$ cat config.mk
export PLATFORM = sky130hd
export DESIGN_NAME = bubbledrive8_flash_arbiter_flat
export DESIGN_NICKNAME = d
export VERILOG_FILES = /design/src/rtl/bubbledrive8_flash_arbiter_if.sv /design/src/rtl/bubbledrive8_flash_arbiter.sv /design/src/flat_wrapper.sv
export SDC_FILE = /design/constraint.sdc
export NUM_CORES = 1
export LEC_CHECK = 0
export ABC_AREA = 0
export CORE_MARGIN = 2
export CORE_UTILIZATION = 23
export DETAILED_ROUTE_END_ITERATION = 6
export PLACE_DENSITY = 0.43
export SETUP_SLACK_MARGIN = 0.3
export SLEW_MARGIN = 0
export SYNTH_ARGS = -nofsm -noshare
export SYNTH_HDL_FRONTEND = slang
export SYNTH_SLANG_ARGS = --single-unit
$ cat constraint.sdc
create_clock -name MCLK -period 2.45 [get_ports MCLK]
set_input_delay 0.245 -clock MCLK [delete_from_list [all_inputs] [get_ports MCLK]]
set_output_delay 0.245 -clock MCLK [all_outputs]
set_load 0.02 [all_outputs]
$ cat src/rtl/bubbledrive8_flash_arbiter_if.sv
// Bus bundle between the two SPI requesters, the flash arbiter and the W25Q32 pads.
// The arbiter connects through the slave modport; the requester/pad side uses master.
interface bubbledrive8_flash_arbiter_if;
    logic       REQ0;
    logic       REQ1;
    logic       GNT0;
    logic       GNT1;
    logic       nCS0;
    logic       MOSI0;
    logic       SCLK0;
    logic       nCS1;
    logic       MOSI1;
    logic       SCLK1;
    logic       MISO;
    logic       nROMCS;
    logic       ROMMOSI;
    logic       ROMCLK;
    logic       ROMMISO;
    logic       BUSY;
    logic [1:0] TOERR;

    modport master (
        output REQ0, REQ1, nCS0, MOSI0, SCLK0, nCS1, MOSI1, SCLK1, ROMMISO,
        input  GNT0, GNT1, MISO, nROMCS, ROMMOSI, ROMCLK, BUSY, TOERR
    );

    modport slave (
        input  REQ0, REQ1, nCS0, MOSI0, SCLK0, nCS1, MOSI1, SCLK1, ROMMISO,
        output GNT0, GNT1, MISO, nROMCS, ROMMOSI, ROMCLK, BUSY, TOERR
    );
endinterface

$ cat src/rtl/bubbledrive8_flash_arbiter.sv
// Two-master arbiter for the shared SPI image flash, with nROMCS guard gap and grant timeout.
// Define FLASH_ARB_ROUNDROBIN_EN for round-robin tie breaking; default is fixed priority to port 0.
module bubbledrive8_flash_arbiter #(
    parameter int GUARD_CYCLES   = 8,
    parameter int TIMEOUT_CYCLES = 4800000
) (
    input logic                      MCLK,
    input logic                      nRESET,
    bubbledrive8_flash_arbiter_if.slave bus
);

    typedef enum logic [1:0] {IDLE, GRANT0, GRANT1, GUARD} state_t;

    localparam logic [23:0] HOLD_LAST  = 24'(TIMEOUT_CYCLES - 1);
    localparam logic [23:0] GUARD_LOAD = 24'(GUARD_CYCLES - 1);

    state_t      state, state_next;
    logic [23:0] hold_cnt, hold_cnt_next;
    logic [23:0] guard_cnt, guard_cnt_next;
    logic [1:0]  lockout, lockout_next;
    logic [1:0]  toerr, toerr_next;
    logic        cs_next, clk_next, mosi_next;
    logic        elig0, elig1, pick1;

    assign elig0 = bus.REQ0 && !lockout[0];
    assign elig1 = bus.REQ1 && !lockout[1];

`ifdef FLASH_ARB_ROUNDROBIN_EN
    logic last_owner;

    // On a tie the port that did not own the flash last time wins.
    assign pick1 = elig1 && (!elig0 || !last_owner);

    always_ff @(posedge MCLK) begin
        if (!nRESET)
            last_owner <= 1'b1;
        else if (state == IDLE && (elig0 || elig1))
            last_owner <= pick1;
    end
`else
    assign pick1 = elig1 && !elig0;
`endif

    always_ff @(posedge MCLK) begin
        if (!nRESET) begin
            state       <= IDLE;
            hold_cnt    <= '0;
            guard_cnt   <= '0;
            lockout     <= '0;
            toerr       <= '0;
            bus.GNT0    <= 1'b0;
            bus.GNT1    <= 1'b0;
            bus.nROMCS  <= 1'b1;
            bus.ROMCLK  <= 1'b0;
            bus.ROMMOSI <= 1'b0;
        end else begin
            state       <= state_next;
            hold_cnt    <= hold_cnt_next;
            guard_cnt   <= guard_cnt_next;
            lockout     <= lockout_next;
            toerr       <= toerr_next;
            bus.GNT0    <= (state_next == GRANT0);
            bus.GNT1    <= (state_next == GRANT1);
            bus.nROMCS  <= cs_next;
            bus.ROMCLK  <= clk_next;
            bus.ROMMOSI <= mosi_next;
        end
    end

    always_comb begin
        state_next     = state;
        hold_cnt_next  = hold_cnt;
        guard_cnt_next = guard_cnt;
        lockout_next   = lockout;
        toerr_next     = toerr;
        unique case (state)
            IDLE: begin
                if (elig0 || elig1) begin
                    state_next    = pick1 ? GRANT1 : GRANT0;
                    hold_cnt_next = '0;
                end
            end
            GRANT0: begin
                if (!bus.REQ0) begin
                    state_next     = GUARD;
                    guard_cnt_next = GUARD_LOAD;
                end else if (hold_cnt == HOLD_LAST) begin
                    state_next      = GUARD;
                    guard_cnt_next  = GUARD_LOAD;
                    toerr_next[0]   = 1'b1;
                    lockout_next[0] = 1'b1;
                end else begin
                    hold_cnt_next = hold_cnt + 24'd1;
                end
            end
            GRANT1: begin
                if (!bus.REQ1) begin
                    state_next     = GUARD;
                    guard_cnt_next = GUARD_LOAD;
                end else if (hold_cnt == HOLD_LAST) begin
                    state_next      = GUARD;
                    guard_cnt_next  = GUARD_LOAD;
                    toerr_next[1]   = 1'b1;
                    lockout_next[1] = 1'b1;
                end else begin
                    hold_cnt_next = hold_cnt + 24'd1;
                end
            end
            GUARD: begin
                if (guard_cnt == '0)
                    state_next = IDLE;
                else
                    guard_cnt_next = guard_cnt - 24'd1;
            end
            default: state_next = IDLE;
        endcase
        // A lockout lasts only until the locked-out requester lets go once.
        if (!bus.REQ0)
            lockout_next[0] = 1'b0;
        if (!bus.REQ1)
            lockout_next[1] = 1'b0;
    end

    // Pins follow the owner only while it keeps the grant; otherwise they are parked idle.
    always_comb begin
        cs_next   = 1'b1;
        clk_next  = 1'b0;
        mosi_next = 1'b0;
        if (state == GRANT0 && state_next == GRANT0) begin
            cs_next   = bus.nCS0;
            clk_next  = bus.SCLK0;
            mosi_next = bus.MOSI0;
        end else if (state == GRANT1 && state_next == GRANT1) begin
            cs_next   = bus.nCS1;
            clk_next  = bus.SCLK1;
            mosi_next = bus.MOSI1;
        end
    end

    assign bus.MISO  = bus.ROMMISO;
    assign bus.BUSY  = (state != IDLE);
    assign bus.TOERR = toerr;

endmodule
$ cat src/flat_wrapper.sv
// flat-port wrapper written by rule: the top's interface ports become plain ports
module bubbledrive8_flash_arbiter_flat 
#(
    parameter int GUARD_CYCLES   = 8,
    parameter int TIMEOUT_CYCLES = 4800000
)
  (MCLK, nRESET, bus_REQ0, bus_REQ1, bus_nCS0, bus_MOSI0, bus_SCLK0, bus_nCS1, bus_MOSI1, bus_SCLK1, bus_ROMMISO, bus_GNT0, bus_GNT1, bus_MISO, bus_nROMCS, bus_ROMMOSI, bus_ROMCLK, bus_BUSY, bus_TOERR);
  bubbledrive8_flash_arbiter_if bus_i ();
  input logic MCLK;
  input logic nRESET;
  input wire logic [$bits(bus_i.REQ0)-1:0] bus_REQ0;
  input wire logic [$bits(bus_i.REQ1)-1:0] bus_REQ1;
  input wire logic [$bits(bus_i.nCS0)-1:0] bus_nCS0;
  input wire logic [$bits(bus_i.MOSI0)-1:0] bus_MOSI0;
  input wire logic [$bits(bus_i.SCLK0)-1:0] bus_SCLK0;
  input wire logic [$bits(bus_i.nCS1)-1:0] bus_nCS1;
  input wire logic [$bits(bus_i.MOSI1)-1:0] bus_MOSI1;
  input wire logic [$bits(bus_i.SCLK1)-1:0] bus_SCLK1;
  input wire logic [$bits(bus_i.ROMMISO)-1:0] bus_ROMMISO;
  output wire logic [$bits(bus_i.GNT0)-1:0] bus_GNT0;
  output wire logic [$bits(bus_i.GNT1)-1:0] bus_GNT1;
  output wire logic [$bits(bus_i.MISO)-1:0] bus_MISO;
  output wire logic [$bits(bus_i.nROMCS)-1:0] bus_nROMCS;
  output wire logic [$bits(bus_i.ROMMOSI)-1:0] bus_ROMMOSI;
  output wire logic [$bits(bus_i.ROMCLK)-1:0] bus_ROMCLK;
  output wire logic [$bits(bus_i.BUSY)-1:0] bus_BUSY;
  output wire logic [$bits(bus_i.TOERR)-1:0] bus_TOERR;
  assign bus_i.REQ0 = bus_REQ0;
  assign bus_i.REQ1 = bus_REQ1;
  assign bus_i.nCS0 = bus_nCS0;
  assign bus_i.MOSI0 = bus_MOSI0;
  assign bus_i.SCLK0 = bus_SCLK0;
  assign bus_i.nCS1 = bus_nCS1;
  assign bus_i.MOSI1 = bus_MOSI1;
  assign bus_i.SCLK1 = bus_SCLK1;
  assign bus_i.ROMMISO = bus_ROMMISO;
  assign bus_GNT0 = bus_i.GNT0;
  assign bus_GNT1 = bus_i.GNT1;
  assign bus_MISO = bus_i.MISO;
  assign bus_nROMCS = bus_i.nROMCS;
  assign bus_ROMMOSI = bus_i.ROMMOSI;
  assign bus_ROMCLK = bus_i.ROMCLK;
  assign bus_BUSY = bus_i.BUSY;
  assign bus_TOERR = bus_i.TOERR;
  bubbledrive8_flash_arbiter #(.GUARD_CYCLES(GUARD_CYCLES), .TIMEOUT_CYCLES(TIMEOUT_CYCLES)) u_core (.MCLK(MCLK), .nRESET(nRESET), .bus(bus_i));
endmodule
### Word-level counts from Yosys, hierarchy flattened

Cells that the tools add are included.

| word-level totals | value |
|---|---|
| register bits | 59 |
| output and inout port bits | 9 |
| logic and storage cells | 69 |

| cells by class | value |
|---|---|
| add/subtract/negate cells | 2 |
| eq/ne operators | 10 |
| muxes and demuxes | 23 |
| reductions and logical operators | 22 |

Operator list:

| cell | count |
|---|---|
| two-way mux 24 bit | 8 |
| case mux 24 bit (3 select lines) | 2 |
| adder 24 x 1 -> 24 bit (second input constant) | 1 |
| equality test 24 x 23 -> 1 bit (second input constant) | 1 |
| zero test 24 bit | 1 |
| subtractor 24 x 1 -> 24 bit (second input constant) | 1 |
| two-way mux 2 bit | 6 |
| AND reduction 2 bit | 5 |
| case mux 2 bit (4 select lines) | 1 |
| equality test 2 bit (second input constant) | 3 |
| two-way mux 1 bit | 6 |
| != test 2 bit (second input constant) | 3 |
| AND reduction 3 bit | 2 |
| nonzero test 3 bit | 2 |
| logical AND 1 bit | 5 |
| equality test 2 x 1 -> 1 bit (second input constant) | 2 |
| AND reduction 4 bit | 1 |
| zero test 1 bit | 3 |
| zero test 2 bit | 1 |
| != test 2 x 1 -> 1 bit (second input constant) | 1 |
| nonzero test 2 bit | 1 |
| logical OR 1 bit | 1 |

### Logic depth before layout (Yosys ltp)

| depth | value |
|---|---|
| word-level depth | 11 |
| mapped depth | 10 |
| gate-level depth less buffers | 7 |

### Worst setup path after synthesis

OpenSTA, ideal clock, no wires.

| timing | value |
|---|---|
| path kind | reg-to-reg |
| start | register u_core.state[1] |
| end | register u_core.hold_cnt[20] |
| arrival | 2.010 ns |
| data required time | 2.316 ns |
| setup slack | 0.305 ns |
| cell stages (with the launch flop) | 11 |
| buffers on the path | 3 |
| clock period less this slack | 2.145 ns |
| path through | dfxtp_1 -> inv_1 -> ha_1 -> clkbuf_2 -> nor2b_1 -> nor3_4 -> nand2_1 -> buf_2 -> clkbuf_1 -> o311ai_0 -> o31ai_1 |

| on the way | value |
|---|---|
| longest elaborated chain between the ends | 3 |
| elaborated cells between the ends (all ways) | 9 |
| classes of those cells | 5 x eq/ne; 1 x mux; 3 x reduce/logical |

RTL lines:

| what | line | source |
|---|---|---|
| from (decl) | bubbledrive8_flash_arbiter.sv:17 | `state_t state, state_next;` |
| from (signal assigned) | bubbledrive8_flash_arbiter.sv:57 | `state <= state_next;` |
| equality test 2 bit, or another cell as far along | bubbledrive8_flash_arbiter.sv:76 | `unique case (state)` |
| != test 2 bit (no source line), or another cell as far along | -- |  |
| AND reduction 4 bit (no source line) | -- |  |
| to (signal assigned) | bubbledrive8_flash_arbiter.sv:58 | `hold_cnt <= hold_cnt_next;` |
| to (decl) | bubbledrive8_flash_arbiter.sv:18 | `logic [23:0] hold_cnt, hold_cnt_next;` |

Several ways; a longest one is shown, not always the timed one.
A chain may end at the register's enable or synchronous reset.

### Worst setup path in the final report

| timing | value |
|---|---|
| start | register u_core.hold_cnt[1] |
| end | register u_core.hold_cnt[9] |

| on the way | value |
|---|---|
| longest elaborated chain between the ends | 4 |
| elaborated cells between the ends (all ways) | 6 |
| classes of those cells | 1 x add/sub; 1 x eq/ne; 4 x mux |

RTL lines:

| what | line |
|---|---|
| adder 24 x 1 -> 24 bit or equality test 24 x 23 -> 1 bit (tied branches) | -- |
| two-way mux 24 bit * | bubbledrive8_flash_arbiter.sv:87, bubbledrive8_flash_arbiter.sv:100 |
| two-way mux 24 bit (on tied branches) | bubbledrive8_flash_arbiter.sv:97, bubbledrive8_flash_arbiter.sv:84 |
| case mux 24 bit (3 select lines) * | bubbledrive8_flash_arbiter.sv:76 |

Mark *: on every way between the ends. The rest lies on a longest branch, timed or not. The select of a mux whose other input is x is not followed.

==> reports/metrics.cfg <==
[route]
via_per_inst = 5.17
drt_first_pass_iters = 5
wirelength_microns = 10100
wl_per_cell_microns = 15.4
ant_nets = 0
vias = 3405
drt_iter0_drc = 213
route.detailed.drc = 0

[yosys]
ys_top_cells_by_area = dfxtp_1 (34%), a21oi_1 (4.6%), nand2_1 (4.5%), o31ai_1 (4.3%), nand3_1 (3.0%)
ys_warn_count = 0
synth_seq_cells = 59
synthCells = 421
async_reset_ff_share_pct = 0
postSynthAreaPerCell_sq_um = 8.33
syn_nets = 439
synth_top_cell_area_share_pct = 33.7
synth_edf_count = 0
yosysSeqAreaShare_pct = 33.7
ys.flop_type = dfxtp_1
ys_types = 56
syn_area_sq_mm = 0.00351
post-synth-top-count-cell = dfxtp_1
yosysTopAreaCell = dfxtp_1
synthTopCellsByCount = dfxtp_1 (59), nand2_1 (42), a21oi_1 (32)

[sta]
slew_violations = 0
worstMarginPinSlew_ns = 0.714
whs_ns = 0.469
hold_viol = 0
slew-limit-headroom_pct = 52.4
setup_viol = 0
clock-skew-final_ns = 0.00747
rsz0062_at_grt = true
finalCritPeriodShare_pct = 83.9
fmaxAchievable_mhz = 487
min_period_ns = 2.05

[setup_path]
critPathCaptureType = flip-flop
setup.worst_path.end = u_core.hold_cnt[9]
rr_worst_depth = 7
crit_arrival_ns = 2.32
cp_data_required_time_ns = 2.71
path_class = flip-flop to flip-flop
reg2reg_from = u_core.hold_cnt[1]
cp-start-kind = flip-flop
timing.rr.end = u_core.hold_cnt[9]
crit_start = u_core.hold_cnt[1]
worstPathMaxFanout = 31
reg2reg_setup_slack_ns = 0.40

[global_route]
grt_first_pass_wirelength_microns = 16900
grt-ovfl-total = 0
grt_pass1_vias = 3257
antenna_found_initial = 0
grt_use_total_pct = 13.0
grt_max_degree = 32

[floorplanning]
die_h_microns = 127
pin_count = 20
die_w_microns = 127
coreArea_sq_mm = 0.0150
dieArea_sq_mm = 0.0163
rows = 45
start_util_pct = 23.3

[cts]
cts_num_sinks = 59
path_clk_slew_ns = 0.05
cts_made_buffers = 9
cts_root_buf = clkbuf_16
cts_tree = done
clock_latency_ns = 0.33
htreeDepth = 3
clockBufferDepth = 2

[place]
dp.cells = 639
dp_hpwl_microns = 7100
io_buffers = 17
globalplace.congestion = 0.758

[pwr]
vdd_drop_max_v = 0.000377
seq_power_share_pct = 25.8
combPwrFrac_pct = 36.8
p_total_uw = 4060
swShare_pct = 34.6
cellPowerDensity_mw_per_mm2 = 885
p_sw_uw = 1410
p_int_uw = 2660
leakage_uw = 0.00159
clkPwrFrac_pct = 37.4

[run_status]
outcome = finished, final reports clean

[final_layout]
stdcell_count = 658
syn_to_final_growth_pct = 30.8
nets = 483
drive_gt1_share_pct = 19.1
diodes = 0

[min_path]
hp-class = flip-flop to flip-flop

[run]
drv_cap = 0

## critical path, stage by stage, from the launching register on
cell	delay [ns]
dfxtp_1	0.33
ha_1	0.19
and4_1	0.21
and2_2	0.24
and3_1	0.21
buf_12	0.17
or4_1	0.49
a21oi_2	0.15
## metal layers
metal / part of all wire (%) / track usage [%] / wire length [microns]
met1: 48 / 17.2 / 4850
met2: 48 / 21.2 / 4920
met3: 2.7 / 3.06 / 279
met4: 1.0 / 3.49 / 103
met5: 0 / 0 / 0
## per-stage QoR
| stage | util (%) | setup WS, ns | setup TNS, ns | cell area (sq um) |
|---|---|---|---|---|
| final | 30.5 | 0.396 | 0 | 4590 |
| after global routing | 30.5 | 0.251 | 0 | 4590 |
| after CTS | 30.0 | 0.287 | 0 | 4510 |
| after detailed placement | 27.1 | -0.171 | -1.84 | 4080 |
| after global placement | 27.1 | -0.135 | -1.45 | 4080 |
| after floorplan | - | 0.305 | 0 | 3510 |
## layout make-up
class	instances	area, sq um
Inverter	10	37.5
Timing Repair Buffer	63	552
Clock inverter	4	95.1
Sequential cell	59	1180
Fill cell	1590	10400
Clock buffer	12	267
Multi-Input combinational cell	322	2220
Tap cell	188	235
## power groups by stage
stage                     Clock [uW]  Combinational, uW  Sequential (uW)
after floorplan                    0                845             1080
after global placement             0               1350             1060
after detailed placement           0               1360             1060
after CTS                       1560               1430             1050
after global routing            1600               1660             1050
final                           1520               1500             1050
## state kept, by name, summed over array words and instances, names as in the netlist, 2 cells and up
name              flops
u_core.hold_cnt      24
u_core.state          2
u_core.bus.TOERR      2
u_core.lockout        2
u_core.guard_cnt     24
## what timing repair did
item | CTS | global route
gates resized for setup | 12 | 16
gates cloned | 0 | 1
hold buffers | 0 | 0
pin swaps | 1 | 1
endpoints found under the setup margin | 27 | 36
setup buffers | 1 | 1
## logic make-up after synthesis
kind of cell,after synthesis,synth area share (%)
and+or+nand+nor,188,31.3
muxes,7,2.00
xor gates and xnor gates,3,0.749
buffers and inverters,40,5.96
DFF,59,33.7
AOI/OAI and AO/OA,117,23.9
adders and majority gates,7,2.50
## layout by cell type, fill, tap and decap left out, types with 5 or more instances in the layout
| cell type | netlist | final |
|---|---|---|
| a211oi_1 | 5 | 5 |
| a21oi_1 | 32 | 29 |
| a311oi_1 | 10 | 10 |
| a31oi_1 | 8 | 7 |
| and3_1 | 8 | 8 |
| and4_1 | 9 | 9 |
| buf_4 | 3 | 40 |
| clkbuf_16 | 0 | 9 |
| clkdlybuf4s50_1 | 0 | 16 |
| dfxtp_1 | 59 | 58 |
| inv_1 | 10 | 9 |
| mux2i_1 | 7 | 7 |
| nand2_1 | 42 | 41 |
| nand2b_1 | 14 | 14 |
| nand3_1 | 21 | 21 |
| nand4_1 | 14 | 14 |
| nor2_1 | 23 | 22 |
| nor2b_1 | 5 | 5 |
| nor3_1 | 8 | 8 |
| nor4_1 | 7 | 6 |
| o21ai_0 | 10 | 10 |
| o311ai_0 | 5 | 5 |
| o31ai_1 | 20 | 20 |
| or4_1 | 13 | 12 |
## worst min path at each step
stage                                 to  depth (start not counted)            startpoint
floorplan              u_core.lockout[0]                          2              bus_REQ0
global placement    u_core.guard_cnt[23]                          2  u_core.guard_cnt[23]
detailed placement  u_core.guard_cnt[23]                          2  u_core.guard_cnt[23]
CTS                 u_core.guard_cnt[23]                          2  u_core.guard_cnt[23]
global route           u_core.bus.ROMCLK                          3             bus_SCLK0
finish                 u_core.lockout[0]                          2     u_core.lockout[0]
Power figures use the tool's default switching activity.
